==> src/rtl/dec_scan_if.sv <==
// dec_scan select handshake: sel qualified by sel_valid, accepted on sel_ready.
// master drives sel/sel_valid, slave (dec_scan) returns sel_ready.
interface dec_scan_if #(
  parameter int SEL_W = 4
);
  logic [SEL_W-1:0] sel;
  logic             sel_valid;
  logic             sel_ready;

  modport master (
    output sel,
    output sel_valid,
    input  sel_ready
  );

  modport slave (
    input  sel,
    input  sel_valid,
    output sel_ready
  );
endinterface

==> src/rtl/dec_scan.sv <==
// dec_scan: registered one-hot decoder with direct-select and auto-scan modes.
// Ports: clk, rst_n (async low), en, mode (0 direct / 1 scan),
//   bus (sel/sel_valid/sel_ready), y one-hot, idx driven index, step pulse.
// Macro DEC_SCAN_BLANK_EN adds one all-zero BLANK cycle between scan slots.
module dec_scan #(
  parameter  int SEL_W = 4,
  parameter  int DWELL = 4,
  localparam int OUT_W = 2**SEL_W
) (
  input  logic             clk,
  input  logic             rst_n,
  input  logic             en,
  input  logic             mode,
  dec_scan_if.slave        bus,
  output logic [OUT_W-1:0] y,
  output logic [SEL_W-1:0] idx,
  output logic             step
);

`ifdef DEC_SCAN_BLANK_EN
  typedef enum logic [1:0] {
    IDLE, DIRECT, SCAN, BLANK
  } state_t;
`else
  typedef enum logic [1:0] {
    IDLE, DIRECT, SCAN
  } state_t;
`endif

  state_t     state;
  logic [7:0] cnt;
  logic       ready;
  logic [SEL_W-1:0] nxt;

  function automatic logic [OUT_W-1:0] onehot(
    input logic [SEL_W-1:0] s
  );
    onehot    = '0;
    onehot[s] = 1'b1;
  endfunction

  // rst_n gates ready so nothing is accepted while in reset
`ifdef DEC_SCAN_BLANK_EN
  assign ready = rst_n & en & ~mode
               & (state != BLANK);
`else
  assign ready = rst_n & en & ~mode;
`endif

  assign bus.sel_ready = ready;

  // OUT_W is a power of two, so the add wraps
  assign nxt = idx + SEL_W'(1);

  always_ff @(posedge clk or negedge rst_n) begin
    if (!rst_n) begin
      state <= IDLE;
      y     <= '0;
      idx   <= '0;
      step  <= 1'b0;
      cnt   <= '0;
    end else if (!en) begin
      state <= IDLE;
      y     <= '0;
      idx   <= '0;
      step  <= 1'b0;
      cnt   <= '0;
    end else if (!mode) begin
      step <= 1'b0;
      cnt  <= '0;
      if (bus.sel_valid && ready) begin
        state <= DIRECT;
        y     <= onehot(bus.sel);
        idx   <= bus.sel;
      end else if (state != DIRECT) begin
        // leaving scan (or idling): outputs go dark
        state <= IDLE;
        y     <= '0;
        idx   <= '0;
      end
    end else begin
      unique case (state)
        SCAN: begin
          if (cnt == 8'(DWELL - 1)) begin
            cnt <= '0;
`ifdef DEC_SCAN_BLANK_EN
            state <= BLANK;
            y     <= '0;
            step  <= 1'b0;
`else
            idx   <= nxt;
            y     <= onehot(nxt);
            step  <= 1'b1;
`endif
          end else begin
            cnt  <= cnt + 8'd1;
            step <= 1'b0;
          end
        end
`ifdef DEC_SCAN_BLANK_EN
        BLANK: begin
          // step marks the first cycle of the new index
          state <= SCAN;
          idx   <= nxt;
          y     <= onehot(nxt);
          step  <= 1'b1;
          cnt   <= '0;
        end
`endif
        default: begin
          state <= SCAN;
          idx   <= '0;
          y     <= onehot('0);
          step  <= 1'b0;
          cnt   <= '0;
        end
      endcase
    end
  end

endmodule

==> src/flat_wrapper.sv <==
// flat-port wrapper written by rule: the top's interface ports become plain ports
module dec_scan_flat 
#(
  parameter  int SEL_W = 4,
  parameter  int DWELL = 4,
  localparam int OUT_W = 2**SEL_W
)
  (clk, rst_n, en, mode, y, idx, step, bus_sel, bus_sel_valid, bus_sel_ready);
  dec_scan_if #(.SEL_W(SEL_W)) bus_i ();
  input  logic clk;
  input  logic rst_n;
  input  logic en;
  input  logic mode;
  output logic [OUT_W-1:0] y;
  output logic [SEL_W-1:0] idx;
  output logic step;
  input wire logic [$bits(bus_i.sel)-1:0] bus_sel;
  input wire logic [$bits(bus_i.sel_valid)-1:0] bus_sel_valid;
  output wire logic [$bits(bus_i.sel_ready)-1:0] bus_sel_ready;
  assign bus_i.sel = bus_sel;
  assign bus_i.sel_valid = bus_sel_valid;
  assign bus_sel_ready = bus_i.sel_ready;
  dec_scan #(.SEL_W(SEL_W), .DWELL(DWELL)) u_core (.clk(clk), .rst_n(rst_n), .en(en), .mode(mode), .bus(bus_i), .y(y), .idx(idx), .step(step));
endmodule
==> config.mk <==
export PLATFORM = sky130hd
export DESIGN_NAME = dec_scan_flat
export DESIGN_NICKNAME = d
export VERILOG_FILES = /design/src/rtl/dec_scan_if.sv /design/src/rtl/dec_scan.sv /design/src/flat_wrapper.sv
export SDC_FILE = /design/constraint.sdc
export NUM_CORES = 1
export LEC_CHECK = 0
export BUFFER_PORTS_ARGS = -buffer_cell sky130_fd_sc_hd__buf_2
export CORE_MARGIN = 2
export CORE_UTILIZATION = 25
export CTS_CLUSTER_SIZE = 40
export DETAILED_ROUTE_END_ITERATION = 8
export GPL_ROUTABILITY_DRIVEN = 1
export GPL_TIMING_DRIVEN = 0
export PLACE_DENSITY = 0.45
export SLEW_MARGIN = 10
export SYNTH_ARGS = -nofsm -noshare
export SYNTH_HDL_FRONTEND = slang
export SYNTH_SLANG_ARGS = --single-unit
==> constraint.sdc <==
create_clock -name clk -period 1.5 [get_ports clk]
set_input_delay 0.075 -clock clk [delete_from_list [all_inputs] [get_ports clk]]
set_output_delay 0.075 -clock clk [all_outputs]
set_load 0.01 [all_outputs]
=== Word level (Yosys, flattened, before mapping) ===
Cells that the tools add are included.

* Register bits after elaboration: 31
* Bits in latches: 0
* Bits in writable memories: 0
* Memory bits (read-only): 0
* Input bits: 9
* Output and inout bits: 22
* Logic and storage cells: 54
* Memories: 0

* Add/sub/neg operators: 2
* Multiply operators: 0
* Divide/modulo/power cells: 0
* $lt $le $gt $ge: 4
* Equal/unequal tests: 6
* Shift operators: 0
* Multiplexer cells: 29
* Bitwise logic cells: 3
* Reduce and logical (&&, ||, !) cells: 5

{| class="wikitable"
|+ Operator list
! operator !! count
|-
| 16-bit two-way mux || 6
|-
| 8-bit two-way mux || 4
|-
| 4-bit two-way mux || 6
|-
| 4-bit by 5-bit < comparator with 1-bit output (second input constant) || 2
|-
| 2-bit two-way mux || 5
|-
| 8-bit by 1-bit adder with 8-bit output (second input constant) || 1
|-
| 1-bit demux with 4-bit select || 2
|-
| 8-bit by 2-bit == test with 1-bit output (second input constant) || 1
|-
| 4-bit by 1-bit greater-or-equal comparator with 1-bit output (second input constant) || 2
|-
| 1-bit two-way mux || 6
|-
| 4-bit by 1-bit adder with 4-bit output (second input constant) || 1
|-
| 4-bit by 1-bit inequality test with 1-bit output (second input constant) || 1
|-
| 4-bit by 3-bit inequality test with 1-bit output (second input constant) || 1
|-
| 2-bit AND reduction || 2
|-
| 1-bit logical AND || 3
|-
| 3-bit inequality test (second input constant) || 1
|-
| 1-bit bitwise AND || 2
|-
| 2-bit == test (second input constant) || 1
|-
| 2-bit by 1-bit inequality test with 1-bit output (second input constant) || 1
|-
| 1-bit NOT || 1
|}

=== Logic depth before layout (Yosys ltp) ===
Gate-level depths: netlist (run 1).

* Depth in word-level cells: 9
* Mapped depth: 7
* Gate-level depth less buffers: 6

=== Worst setup path before layout (run 1) ===
OpenSTA, ideal clock, no wires.

* Path kind: flip-flop to flip-flop
* From: register u_core.idx[0]
* To: register u_core.y[5]
* Arrival: 1.486 ns
* Data required time: 1.379 ns
* Path slack: -0.108 ns
* Cell stages (with the launch flop): 7
* Cell sequence: dfrtp_1 > ha_1 > inv_1 > nor3_1 > a31oi_1 > o22ai_1 > a22o_2

* Cells in the longest elaborated chain, start to end: 9
* Elaborated cells between the ends (all ways): 10
* Those cells by class: add/sub (1); order compare (2); mux (6); reduce/logical (1)

{| class="wikitable"
|+ RTL lines
! what !! line !! source
|-
| start, declared || dec_scan.sv:16 || <nowiki>output logic [SEL_W-1:0] idx,</nowiki>
|-
| start signal, assigned || dec_scan.sv:74 || <nowiki>idx <= bus.sel;</nowiki>
|-
| start signal, assigned || dec_scan.sv:91 || <nowiki>idx <= nxt;</nowiki>
|-
| 4-bit by 1-bit adder with 4-bit output (*) || dec_scan.sv:53 || <nowiki>assign nxt = idx + SEL_W'(1);</nowiki>
|-
| 4-bit by 5-bit < comparator with 1-bit output (implied by the code) / 4-bit by 1-bit greater-or-equal comparator with 1-bit output (equally long branches) || dec_scan.sv:39 || <nowiki>onehot[s] = 1'b1;</nowiki>
|-
| 1-bit logical AND (implied by the code) || dec_scan.sv:39 ||
|-
| 1-bit two-way mux (implied by the code) || dec_scan.sv:39 ||
|-
| 1-bit demux with 4-bit select (*) || - ||
|-
| 16-bit two-way mux (*) || dec_scan.sv:84 || <nowiki>if (cnt == 8'(DWELL - 1)) begin</nowiki>
|-
| 16-bit two-way mux (*) || dec_scan.sv:82 || <nowiki>unique case (state)</nowiki>
|-
| 16-bit two-way mux (*) || dec_scan.sv:68 || <nowiki>end else if (!mode) begin</nowiki>
|-
| 16-bit two-way mux (*) || dec_scan.sv:62 || <nowiki>end else if (!en) begin</nowiki>
|-
| end signal, assigned || dec_scan.sv:73 || <nowiki>y <= onehot(bus.sel);</nowiki>
|-
| end signal, assigned || dec_scan.sv:92 || <nowiki>y <= onehot(nxt);</nowiki>
|-
| end signal, assigned || dec_scan.sv:113 || <nowiki>y <= onehot('0);</nowiki>
|-
| end, declared || dec_scan.sv:15 || <nowiki>output logic [OUT_W-1:0] y,</nowiki>
|}

Every way passes the cells marked *; elsewhere a longest branch is shown, timed or not. The select of a mux whose other input is x is not followed.
A chain may end at the register's enable or synchronous reset.

=== Worst setup path in the final report (run 1) ===
* From: register u_core.state[0]
* To: register u_core.y[3]

* Cells in the longest elaborated chain, start to end: 4
* Elaborated cells between the ends (all ways): 8
* Those cells by class: eq/ne (4); mux (3); reduce/logical (1)

{| class="wikitable"
|+ RTL lines
! what !! line !! source
|-
| start, declared || dec_scan.sv:30 || <nowiki>state_t state;</nowiki>
|-
| start signal, assigned || dec_scan.sv:57 || <nowiki>state <= IDLE;</nowiki>
|-
| start signal, assigned || dec_scan.sv:63 || <nowiki>state <= IDLE;</nowiki>
|-
| start signal, assigned || dec_scan.sv:72 || <nowiki>state <= DIRECT;</nowiki>
|-
| 2-bit == test || dec_scan.sv:82 ||
|-
| 16-bit two-way mux || dec_scan.sv:82 ||
|-
| 16-bit two-way mux || dec_scan.sv:68 ||
|-
| 16-bit two-way mux || dec_scan.sv:62 ||
|}

Several ways; a longest one is shown, not always the timed one.

==> impl_metrics.csv, run 1 <==
group,metric,value,unit
logic_synthesis,ys_async_sr_fraction,1.00,
sta,timing.max_slew.rel_slack,0.701,
floorplanning,initial_utilization,0.254,
worst_hold_path,worst_hold_path_type,"input port to flop",
cts,cts.path.max_buffers,2,
logic_synthesis,yosys-top-cells-count,"dfrtp_1 (31), nand2_1 (19), nor2_1 (19)",
run_status,status,"finished, violations left",
layout,design_area,2410,µm²
sta,min_period,1.62,ns
global_route,via_count_of_the_first_global_routing_pass,1459,
layout,fraction_of_the_core_area_covered_by_cells_at_the_end_of_the_flow,0.358,
cts,cts.root.buffer_cell,"clkbuf_8",
placement,placement.cell_area,1980,µm²
cts,worst_setup_hold_path_clk_slew,0.06,ns
cts,cts-htree-levels,2,
sta,slew_viol_final,0,
global_route,grt_max_degree,32,
critical_path,cp_data_arrival_time,1.79,ns
detailed_routing,antenna_violating_nets_post_route,0,
layout,nFillCells,674,
logic_synthesis,post-synth-top-area-fraction,0.454,
logic_synthesis,synth.top_cells.by_area,"dfrtp_1 (45%), a22o_2 (7.0%), ha_1 (4.4%), nand2_1 (4.2%), nor2_1 (4.2%)",
global_route,global_route.usage.total,0.133,
job,max_cap_violations,0,
detailed_routing,wirelength_met1,2260,µm
global_route,global_route_wire_length_before_repair,7680,µm
logic_synthesis,ys.warnings.count,0,
sta,rsz0062_at_grt,"yes",
sta,slew_worst_pin,0.449,ns
detailed_routing,wl_met3,199,µm
cts,clk_lat_worst_skew,0.28,ns
layout,num_antenna_cells,0,
pwr,vdd_ir_drop_max,308,µV
detailed_routing,route.final.wire_length,4610,µm
logic_synthesis,syn_area_per_cell,9.99,µm²
cts,cts_inserted_buffers,5,
logic_synthesis,count_of_flip_flops_with_a_built_in_enable_after_synthesis,0,
global_route,antenna_found_initial,0,
placement,port_buffers,30,
layout,syn_to_final_growth,40.9,%
logic_synthesis,synth_nets,186,
floorplanning,io_pins,31,
layout,final_layout_size_suffix_gt1_frac,0.434,
sta,worst_setup_slack_after_layout,-0.118,ns
sta,timing.final.setup_violations,17,
detailed_routing,met2WireLength,2100,µm
logic_synthesis,synth_seq_cells,31,
placement,place.detailed.hpwl,3210,µm
floorplanning,coreArea,6720,µm²
placement,gp_routability_congestion,0.793,
floorplanning,num_rows,30,
critical_path,crit_path_max_fanout,10,
critical_path,path_class,"flop to flop",
floorplanning,die_h,86.7,µm
cts,tritoncts_clock_tree,"yes",
critical_path,timing.critical_path.to_type,"flop",
logic_synthesis,syn-cell-area,1710,µm²
layout,final_net_count,235,
logic_synthesis,ys_types,40,
sta,maxClockFrequency,618,MHz
logic_synthesis,synthMostInstantiatedCell,"dfrtp_1",
logic_synthesis,synth-main-ff-cell,"dfrtp_1",
run_status,violations_in_the_final_reports,"setup timing",
logic_synthesis,syn_inst,171,
floorplanning,die_width,86.7,µm
detailed_routing,drt_pass1_iterations,4,
floorplanning,die-area,7510,µm²
pwr,power.leakage,1.09,nW
sta,final_hold_viol_count,0,
detailed_routing,dr_total_vias,1505,
logic_synthesis,synthDominantAreaCellType,"dfrtp_1",
sta,holdWs,0.149,ns
detailed_routing,route.top_layer_used,"met4",
detailed_routing,wl_per_cell,15.3,µm
sta,period_share,1.08,
critical_path,timing.critical_path.from_type,"flop",
detailed_routing,vias_per_cell,5.00,
global_route,grt_remaining_overflow,0,
detailed_routing,drc_errors,0,
sta,finalClockSkew,0.00558,ns
cts,cts.sinks,31,
detailed_routing,initialDrtViolationCount,81,
pwr,power_per_cell_area,705,nW/µm²
placement,post-place-ws,-0.579,ns
logic_synthesis,sequential_element_share_of_the_synthesized_area,0.454,
critical_path,required,1.67,ns
critical path, stage by stage (launching register included):
cell      delay (ns)
dfrtp_1         0.41
nand4b_1        0.23
a31o_2          0.26
and3_2          0.23
buf_6           0.16
a22o_4          0.21
kinds of logic after synthesis:
family                   Yosys count  synth area share
AND/OR/NAND/NOR                   68             0.217
XOR/XNOR                           8            0.0410
flip-flops                        31             0.454
adder cells (fa/ha/maj)            6            0.0439
AO/OA/AOI/OAI                     46             0.198
buffers and inverters             12            0.0468
flip-flops by register name, indices dropped and copies added, names as in the netlist:
name and flops:
u_core.cnt 8, u_core.state 2, u_core.y 16, u_core.step 1, u_core.idx 4
layout make-up:
cell class	instances	area, µm²	share of cell area
timing repair buffer	43	297	0.123
inverter	5	18.8	0.00779
clock buffer	7	76.3	0.0317
multi-input combinational	128	1060	0.440
tap	80	100	0.0416
clock inverter	1	5.00	0.00208
buffer	6	72.6	0.0301
sequential	31	779	0.324
worst paths after layout:
check | end | start | slack, ns | cells past startpoint
min in group asynchronous | u_core.cnt[5] | rst_n | 0.36 | 3
setup reg to reg | u_core.y[3] | u_core.state[0] | -0.12 | 5
setup / recovery | u_core.y[3] | u_core.state[0] | -0.12 | 5
hold reg to reg | u_core.cnt[0] | u_core.cnt[0] | 0.46 | 1
hold / removal | u_core.idx[3] | en | 0.15 | 3
max in group asynchronous | u_core.idx[1] | rst_n | 0.95 | 3
cell usage in the layout, fill, tap and decap left out, types with 3 or more instances in the layout:
cell type and count:
buf_2 30, dfrtp_1 28, nor2_1 18, nand2_1 17, o22ai_1 11, a22o_4 9
buf_4 8, nand3_1 6, buf_6 5, inv_1 5, xnor2_1 5, nand2b_1 5
clkbuf_8 5, ha_1 4, o21ai_2 3, o21ai_1 3, a22o_2 3, dfrtp_2 3
per-stage QoR:
stage	setup TNS, ns	instances	total power (W)
2_1_floorplan	-0.353	171	0.000955
6_report	-1.69	301	0.00170
3_3_place_gp	-6.81	281	0.00103
3_5_place_dp	-6.50	281	0.00103
4_1_cts	-1.99	300	0.00172
5_1_grt	-3.34	301	0.00179
what timing repair did:
action | in CTS | in global routing
gates resized for setup | 32 | 10
hold buffers | 2 | 0
hold endpoints to repair | 31 | 0
gates cloned | 1 | 1
pin swaps | 8 | 3
setup buffers | 9 | 0
endpoints found under the setup margin | 20 | 28
metal layers:
layer,GRT usage,up-vias
met5,0,-
met4,0.0384,0
met3,0.0381,5
met2,0.202,35
met1,0.185,741
li1,-,724
report_power, final:
part | leakage (nW) | switching, W | internal [W]
Combinational | 0.627 | 0.000118 | 0.0000854
Clock | 0.0422 | 0.000309 | 0.000325
Sequential | 0.425 | 0.0000124 | 0.000847
No activity file was read; power rests on OpenSTA's default activity.
==> run 2: changes to the inputs <==
--- a/config.mk
+++ b/config.mk
@@ -5,6 +5,7 @@
 export SDC_FILE = /design/constraint.sdc
 export NUM_CORES = 1
 export LEC_CHECK = 0
+export ABC_AREA = 1
 export BUFFER_PORTS_ARGS = -buffer_cell sky130_fd_sc_hd__buf_2
 export CORE_MARGIN = 2
 export CORE_UTILIZATION = 25
@@ -12,7 +13,7 @@
 export DETAILED_ROUTE_END_ITERATION = 8
 export GPL_ROUTABILITY_DRIVEN = 1
 export GPL_TIMING_DRIVEN = 0
-export PLACE_DENSITY = 0.45
+export PLACE_DENSITY = 0.44
 export SLEW_MARGIN = 10
 export SYNTH_ARGS = -nofsm -noshare
 export SYNTH_HDL_FRONTEND = slang
==> run 2 against run 1 <==
  * The run now ends clean
  * Non-clock buffer count increased by 2
  * Die area increased by 5.6%
  * Wire length increased by 0.91%
  * Via count increased by 7.6%
  * Sequential power about the same
  * Final area decreased by 0.93%
  * Clock skew decreased by 0.0015 ns
  * Critical path depth increased by 5
  * Critical endpoint is now u_core.y[4]
  * Largest power group unchanged
  * Highest routed layer unchanged
==> impl_metrics.csv, run 2 <==
group,metric,value,unit
global_route,global_route.usage.total,0.126,
layout,most_common_cell_after_layout_fill_and_taps_aside,"nand2_1",
layout,syn_to_final_growth,31.8,%
pwr,power.share.clock,0.413,
global_route,groute.layer.met3.usage,0.0379,
sta,min_period,1.47,ns
detailed_routing,drc_errors,0,
floorplanning,die-area,7940,µm²
critical_path,worstPathCellList,"ha_4 > nand2_1 > nor2_1 > nand2_1 > nand2_4 > nand2_8 > nor2_8 > buf_8 > nand2_1 > nand2_1",
layout,num_antenna_cells,0,
cts,cts-htree-levels,2,
layout,largest_register_ffs,16,
critical_path,reg2reg_to,"u_core.y[4]",
logic_synthesis,ys.warnings.count,0,
logic_synthesis,syn-cell-area,1810,µm²
detailed_routing,vias_per_cell,4.12,
floorplanning,coreArea,7140,µm²
pwr,vdd_ir_drop_max,283,µV
global_route,via_count_of_the_first_global_routing_pass,1492,
logic_synthesis,synth_seq_cells,31,
logic_synthesis,syn_inst,238,
logic_synthesis,synthMostInstantiatedCell,"nand2_1",
logic_synthesis,sequential_element_share_of_the_synthesized_area,0.428,
floorplanning,io_pins,31,
critical_path,critPathSlowestCell,"dfrtp_1",
logic_synthesis,ys_types,23,
sta,maxClockFrequency,680,MHz
logic_synthesis,synthDominantAreaCellType,"dfrtp_1",
cts,worst_setup_hold_path_clk_slew,0.07,ns
sta,timing.final.setup_violations,0,
worst_hold_path,hold_depth,3,
cts,cts.sinks,31,
sta,slew_viol_final,0,
global_route,grt_use_met2,0.187,
detailed_routing,wl_per_cell,11.8,µm
placement,gp_routability_congestion,0.776,
sta,final_hold_viol_count,0,
cts,tritoncts_clock_tree,"yes",
layout,nFillCells,800,
floorplanning,die_width,89.1,µm
global_route,globalRoute.busiestLayer,"met2",
critical_path,timing.rr.start,"u_core.cnt[1]",
detailed_routing,route.final.wire_length,4650,µm
pwr,netSwitchingFraction,0.253,
floorplanning,num_rows,31,
pwr,power_per_cell_area,752,nW/µm²
critical_path,worst-r2r-setup-slack,0.03,ns
placement,port_buffers,30,
sta,period_share,0.980,
detailed_routing,dr_total_vias,1620,
logic_synthesis,yosys-top-cells-count,"nand2_1 (82), dfrtp_1 (31), nor2_1 (25)",
detailed_routing,drt_pass1_iterations,4,
job,max_cap_violations,0,
sta,rsz0062_at_grt,"yes",
worst_hold_path,timing.hold.worst.start,"bus_sel_valid",
cts,cts_inserted_buffers,5,
pwr,power.total,0.00179,W
logic_synthesis,synth.top_cells.by_area,"dfrtp_1 (43%), nand2_1 (17%), nand3_1 (6.6%), nor2_1 (5.2%), o21ai_0 (4.4%)",
global_route,global_route_wire_length_before_repair,7510,µm
pwr,cellInternalPower,0.00134,W
logic_synthesis,ys_async_sr_fraction,1.00,
critical_path,path_class,"flop to flop",
layout,final_net_count,308,
pwr,power.share.sequential,0.477,
global_route,groute.layer.met1.usage,0.170,
logic_synthesis,syn_area_per_cell,7.61,µm²
critical_path,crit_path_top_cell_by_count,"nand2_1",
sta,slew_worst_pin,0.301,ns
layout,fraction_of_the_core_area_covered_by_cells_at_the_end_of_the_flow,0.334,
critical_path,timing.critical_path.to_type,"flop",
logic_synthesis,synth_nets,253,
placement,place.detailed.hpwl,3310,µm
pwr,power.leakage,1.26,nW
critical_path,rr_worst_depth,10,
sta,timing.max_slew.rel_slack,0.798,
global_route,grt_remaining_overflow,0,
pwr,comb_power_share,0.110,
run_status,status,"finished, final reports clean",
layout,multiInputGateArea,937,µm²
layout,reg.largest.list,"u_core.y (16), u_core.cnt (8), u_core.idx (4)",
critical_path,required,1.73,ns
layout,final_layout_size_suffix_gt1_frac,0.282,
global_route,antenna_found_initial,0,
floorplanning,initial_utilization,0.254,
sta,finalClockSkew,0.00412,ns
layout,mostFrequentLayoutCells,"nand2_1 (82), buf_2 (31), dfrtp_1 (28), nor2_1 (24), nand3_1 (22)",
cts,cts.root.buffer_cell,"clkbuf_8",
global_route,grt_max_degree,32,
logic_synthesis,post-synth-top-area-fraction,0.428,
pwr,p_switching,0.000454,W
detailed_routing,antenna_violating_nets_post_route,0,
critical_path,worst_path_largest_cell_delay,0.39,ns
logic_synthesis,count_of_flip_flops_with_a_built_in_enable_after_synthesis,0,
critical_path,crit_path_max_fanout,10,
floorplanning,die_h,89.1,µm
cts,clk_lat_worst_skew,0.29,ns
cts,cts.path.max_buffers,2,
worst_hold_path,worst_hold_path_type,"input port to flop",
critical_path,cp_data_arrival_time,1.70,ns
layout,registers.top_by_ff_count,"u_core.y",
critical_path,timing.critical_path.from_type,"flop",
worst_hold_path,whs_endpoint,"u_core.state[0]",
detailed_routing,initialDrtViolationCount,81,
layout,regArea,779,µm²
logic_synthesis,synth-main-ff-cell,"dfrtp_1",
-- run 2: changes by cell type in the layout (fill, tap and decap cells not counted), sizes merged, moves of 4 or more --
cell    change
nand2      +67
inv        +21
nand3      +17
a22o       -12
o21ai      +11
nor2        +9
o22ai       -9
nand2b      -5
buf         +4
-- run 2: cell families (layout without fill, tap and decap cells) --
group | Yosys count | count (layout) | share of synthesized area
AND/OR/NAND/NOR | 145 | 145 | 0.373
adder cells (fa/ha/maj) | 6 | 6 | 0.0415
AO/OA/AOI/OAI | 23 | 23 | 0.0650
buffers and inverters | 30 | 86 | 0.0774
XOR/XNOR | 3 | 3 | 0.0145
flip-flops | 31 | 31 | 0.428
-- run 2: how the worst max path moves through the flow --
stage,start,to,slack (ns),cells after the start
after global placement,rst_n,u_core.y[5],-0.47,8
final,u_core.cnt[1],u_core.y[4],0.03,10
after CTS,u_core.cnt[1],u_core.y[5],-0.03,10
after detailed placement,rst_n,u_core.y[15],-0.49,8
after floorplan,u_core.idx[0],u_core.y[8],0.06,6
after global routing,u_core.cnt[1],u_core.y[7],-0.07,10
-- run 2: worst max-delay path: cells and delay by family, from the launching register on --
kind          cells  cell delay [ns]
fa+ha+maj         1             0.15
buf+inv           1             0.14
flops             1             0.39
simple gates      8             0.73
-- run 2: metal layers --
layer	vias up	share of wire
li1	864	-
met1	716	0.49
met2	35	0.44
met3	5	0.054
met4	0	0.015
met5	-	0
-- run 2: repair_timing --
action / CTS / global route
endpoints found under the hold margin: 31 / 0
buffers inserted: 8 / 8
setup endpoints to repair: 20 / 23
hold buffers: 2 / 0
resized for setup: 7 / 10
pin swaps: 4 / 5
-- run 2: power groups by stage --
stage | combinational, W | sequential (W) | clock [W]
after global routing | 0.000221 | 0.000857 | 0.000812
after CTS | 0.000190 | 0.000857 | 0.000765
after global placement | 0.000168 | 0.000872 | 0
after detailed placement | 0.000168 | 0.000872 | 0
final | 0.000198 | 0.000856 | 0.000741
after floorplan | 0.0000959 | 0.000874 | 0
-- run 2: per-stage QoR --
step	worst slack [ns]	setup TNS, ns	hold WS [ns]	area, µm²	cells
final	0.0297	0	0.0907	2390	393
after global routing	-0.0674	-0.676	0.109	2390	393
after CTS	-0.0344	-0.192	0.0917	2310	385
after detailed placement	-0.490	-8.25	0.194	2080	367
after global placement	-0.469	-8.11	0.189	2080	367
after floorplan	0.0552	0	-0.221	1810	238
-- run 2: area by class of cell --
class                      instances  area share
tap                               99      0.0519
sequential                        31       0.327
clock buffer                       8      0.0420
buffer                             3      0.0105
inverter                          27      0.0493
multi-input combinational        177       0.393
timing repair buffer              48       0.127
